<file path="src/rtl/text_vga_pkg.sv">
// Shared constants and pipeline stage record for the text-mode VGA pixel path.
package text_vga_pkg;

    localparam int unsigned COLS     = 80;
    localparam int unsigned ROWS     = 30;
    localparam int unsigned CHAR_W   = 8;
    localparam int unsigned CHAR_H   = 16;
    localparam int unsigned H_ACTIVE = 640;
    localparam int unsigned V_ACTIVE = 480;

    localparam int unsigned COL_W       = 7;
    localparam int unsigned ROW_W       = 5;
    localparam int unsigned GLYPH_ROW_W = 4;
    localparam int unsigned BIT_IDX_W   = 3;

    localparam int unsigned BLINK_FRAMES_DFLT = 30;

    typedef struct packed {
        logic [COL_W-1:0]       col;
        logic [ROW_W-1:0]       row;
        logic [GLYPH_ROW_W-1:0] glyph_row;
        logic [BIT_IDX_W-1:0]   bit_idx;
        logic                   video_on;
        logic                   hsync;
        logic                   vsync;
    } pix_stage_t;

    // Syncs are active-low, so an idle stage carries them high.
    localparam pix_stage_t STAGE_RST = '{
        col:       '0,
        row:       '0,
        glyph_row: '0,
        bit_idx:   '0,
        video_on:  1'b0,
        hsync:     1'b1,
        vsync:     1'b1
    };

endpackage

</file>
<file path="src/rtl/cursor_blink_timer.sv">
// Counts vsync falling edges and toggles cursor visibility every BLINK_FRAMES frames.
module cursor_blink_timer
    import text_vga_pkg::*;
#(
    parameter int unsigned BLINK_FRAMES = BLINK_FRAMES_DFLT
) (
    input  logic clk,
    input  logic reset,
    input  logic vsync_in,
    output logic cursor_vis
);

    localparam int unsigned CNT_W = (BLINK_FRAMES > 1) ? $clog2(BLINK_FRAMES) : 1;
    localparam logic [CNT_W-1:0] CNT_LAST = CNT_W'(BLINK_FRAMES - 1);

    logic             vs_prev_d, vs_prev_q;
    logic [CNT_W-1:0] cnt_d, cnt_q;
    logic             vis_d, vis_q;

    always_comb begin
        vs_prev_d = vsync_in;
        cnt_d     = cnt_q;
        vis_d     = vis_q;
        if (vs_prev_q && !vsync_in) begin
            if (cnt_q == CNT_LAST) begin
                cnt_d = '0;
                vis_d = ~vis_q;
            end else begin
                cnt_d = cnt_q + 1'b1;
            end
        end
    end

    always_ff @(posedge clk or negedge reset) begin
        if (!reset) begin
            vs_prev_q <= 1'b1;
            cnt_q     <= '0;
            vis_q     <= 1'b1;
        end else begin
            vs_prev_q <= vs_prev_d;
            cnt_q     <= cnt_d;
            vis_q     <= vis_d;
        end
    end

    assign cursor_vis = vis_q;

endmodule

</file>
<file path="config.mk">
export PLATFORM = sky130hd
export DESIGN_NAME = cursor_blink_timer
export DESIGN_NICKNAME = d
export VERILOG_FILES = /design/src/rtl/text_vga_pkg.sv /design/src/rtl/cursor_blink_timer.sv
export SDC_FILE = /design/constraint.sdc
export NUM_CORES = 1
export LEC_CHECK = 0
export ABC_AREA = 1
export CAP_MARGIN = 40
export CORE_AREA = 2 2 39 41
export CTS_BUF_LIST = sky130_fd_sc_hd__clkbuf_8
export DETAILED_ROUTE_END_ITERATION = 10
export DIE_AREA = 0 0 41 43
export PLACE_DENSITY_LB_ADDON = 0.05
export SKIP_LAST_GASP = 1
export SLEW_MARGIN = 20
export SYNTH_ARGS = -nofsm -noshare
export SYNTH_HDL_FRONTEND = slang
export SYNTH_SLANG_ARGS = --single-unit
</file>
<file path="constraint.sdc">
create_clock -name clk -period 1.07 [get_ports clk]
set_input_delay 0.1605 -clock clk [delete_from_list [all_inputs] [get_ports clk]]
set_output_delay 0.1605 -clock clk [all_outputs]
set_load 0.02 [all_outputs]
</file>
==> metrics list <==
- IO Count: 4
- Clock Tree Root: clkbuf_8
- Type of origin of the critical path: flip-flop
* Layout Skew: 0.00355 ns
- Unrepaired setup endpoints after global routing: true
* Final global-route overflow total: 0
- The repair_antennas step left the layout with diodes totalling 0.
- Worst-margin pin slew: 0.328 ns
* Routed WL per cell: between 9 and 10 um
- Hold repair after CTS inserted 0 buffers.
- Count of standard-cell rows: 14
* Max-capacitance violation count: 0
* Leakage: roughly 0.25 nW
- At the end of routability-driven placement, the weighted congestion stood at ~0.75.
* Initial antenna violation count: 0
- The total count of max-transition violations in the final report came to 0.
* Synthesized Nets: 50
- STA classifies the critical path endpoint as a flip-flop.
- Effective utilization at floorplan: 0.269
- Fin. Hold Viols: 0
* Antenna-violating nets left: 0
* Area of combinational cells with multiple inputs: ~180 um2
- Starting DRT DRC Count: 3
* Quantity of I/O buffers inserted on ports: 3
- The die covers between 0.0015 and 0.002 mm2.
- TritonCTS clock tree: built
- Gate Count Post-Synth: between 40 and 50
- Using the TritonRoute via totals, the vias-per-cell ratio works out to approximately 4.1.
- DIE WIDTH: between 40 and 50 um
* Total core area: between 0.001 and 0.0015 mm2
- Across the whole layout, storage elements account for 178 um2.
* Worst ir drop on vdd: 0.917 mV
* Distinct cell type count of the synthesized netlist: 14
- The setup path with the least slack is of type flip-flop to flip-flop.
- For the worst setup path, the data required time is ~1.2 ns.
* Number of clock sinks seen by CTS: 7
* Layout cells sized above 1: 0.291
* Post-layout worst setup margin: -0.0105 ns
- Clock buffers created by TritonCTS: 3
- Peak clock frequency supported by timing: 926 MHz
- Tcrit/Tclk final: 1.01
- Gr usage total: 0.0985
- Synthesized area per cell: roughly 8.3 um2
* Clock transition at the registers of the reported paths: about 0.04 ns
- Half-perimeter wire length after detailed placement: about 520 um
* Status: complete, but fails checks
- The first global-routing pass estimated approximately 1100 um of wire.
- FF+latch count, synth: 7
* Type of the worst min-delay path: input pin to async pin
- Total via count in the routed design: 291
- Of the synthesized area, sequential elements account for 0.477.
- From bottom edge to top edge, the die measures roughly 43 um.
* Failing checks: negative setup slack
* Total cell area at the placement stage: roughly 440 um2
* Synth-to-Final Area Change: 36.6%
- Maximum buffer depth of the clock tree: 2
* H-tree depth: 1
* Number of remaining DRC errors: 0
- The first detailed-routing pass took 3 iterations.
- Min cycle time layout: approximately 1.1 ns
- The clock reaches the later pin of the worst-skew pair after between 0.2 and 0.25 ns.
* Number of global-route vias before repair: between 200 and 300
- Max_slew headroom: 0.781
- After routing the design area is 509 um2.
- Setup violations remaining at the end of the flow were counted as 1.
- Largest net degree at the start of global routing: 8
- Total routed wirelength: around 650 um
* Final #Nets: a little over 60
* Cell area after synthesis: roughly 370 um2
- Largest fanout of any net on the critical path: 5
- Once layout is complete, the utilization of the core stands at 0.368.
- Fill cells in the final layout number approximately 150.
- Data arrives at the worst endpoint at ~1.2 ns.
- Pwr per Cell Area: 2300 mW/mm2
- For this run, the number of Yosys warnings is 0.
==> kinds of logic after synthesis <==
logic type / synth area share
XOR/XNOR: 0.0235
flip-flops: 0.477
adder cells (fa/ha/maj): 0.0671
AND/OR/NAND/NOR: 0.315
AO/OA/AOI/OAI: 0.0268
buffers and inverters: 0.0906
==> state kept, by name, summed over array words and instances, names as in the netlist <==
signal	cells
cursor_vis	1
cnt_q	5
vs_prev_q	1
==> Yosys cell counts <==
cell type	instances	area, um2
nand2_1	11	41.3
inv_1	7	26.3
nor2_1	6	22.5
dfrtp_1	5	125
nand3_1	3	15.0
dfstp_2	2	52.6
ha_1	2	25.0
nor2_4	2	22.5
o21ai_0	2	10.0
clkinv_1	1	3.75
inv_2	1	3.75
nand2_2	1	6.26
nand3_2	1	10.0
xor2_1	1	8.76
==> stage by stage <==
stage,setup TNS (ns),power [mW],setup WS (ns),std cells,hold WS (ns)
after CTS,-0.0873,1.16,-0.0262,71,0.226
after global routing,-0.398,1.27,-0.0861,71,0.237
after global placement,-0.878,0.771,-0.202,66,0.450
after detailed placement,-1.08,0.790,-0.201,66,0.463
after floorplan,0,0.661,0.0562,45,-0.135
final,-0.0105,1.17,-0.0105,71,0.201
==> worst max-delay path, stage by stage (launching register included) <==
cell	delay (ns)
dfstp_2	0.53
inv_2	0.04
nor2_4	0.15
nand3_2	0.09
nand2_1	0.07
nand2_1	0.04
nor2_1	0.08
==> metal layers <==
layer	track usage	wire length [um]
met1	0.123	274
met2	0.131	337
met3	0.0628	38
met4	0.0400	0
met5	0	0
==> placed cells by master, fill, tap and decap left out <==
cell	n
nand3_4	1
nor2_4	2
inv_2	1
dfrtp_1	5
xor2_1	1
nand2_2	1
clkinv_1	1
buf_6	1
clkdlybuf4s50_1	2
nand2_1	11
o21ai_1	1
inv_1	8
nand3_2	2
clkbuf_8	3
dfstp_2	2
buf_4	3
nand3_1	1
o21ai_0	1
ha_1	2
nor2_1	6
==> where the power goes <==
| group | internal (mW) | switching (mW) |
|---|---|---|
| sequential | 0.369 | 0.0750 |
| combinational | 0.165 | 0.205 |
| clock | 0.247 | 0.109 |
==> timing repair <==
action,in CTS,in global routing
buffers inserted,1,0
setup endpoints to repair,5,7
hold endpoints to repair,0,0
pin swaps,0,2
gates resized for setup,6,4
==> cell type report <==
type / count / share of cell area
Multi-Input combinational cell: 29 / 0.351
Clock inverter: 1 / 0.00737
Timing Repair Buffer: 6 / 0.106
Clock buffer: 3 / 0.0811
Sequential cell: 7 / 0.349
Tap cell: 16 / 0.0393
Inverter: 9 / 0.0663
==> final timing paths <==
check / start / to / slack, ns / cells after the start
setup / recovery: vs_prev_q$_DFF_PN1_ / cnt_q[3]$_DFFE_PN0P_ / -0.01 / 6
hold / removal: reset / cnt_q[4]$_DFFE_PN0P_ / 0.20 / 1
setup reg to reg: vs_prev_q$_DFF_PN1_ / cnt_q[3]$_DFFE_PN0P_ / -0.01 / 6
hold reg to reg: cursor_vis$_DFFE_PN1P_ / cursor_vis$_DFFE_PN1P_ / 0.49 / 2
max in group asynchronous: reset / cursor_vis$_DFFE_PN1P_ / 0.58 / 1
min in group clk: vsync_in / vs_prev_q$_DFF_PN1_ / 0.45 / 1
Power figures use the tool's default switching activity.
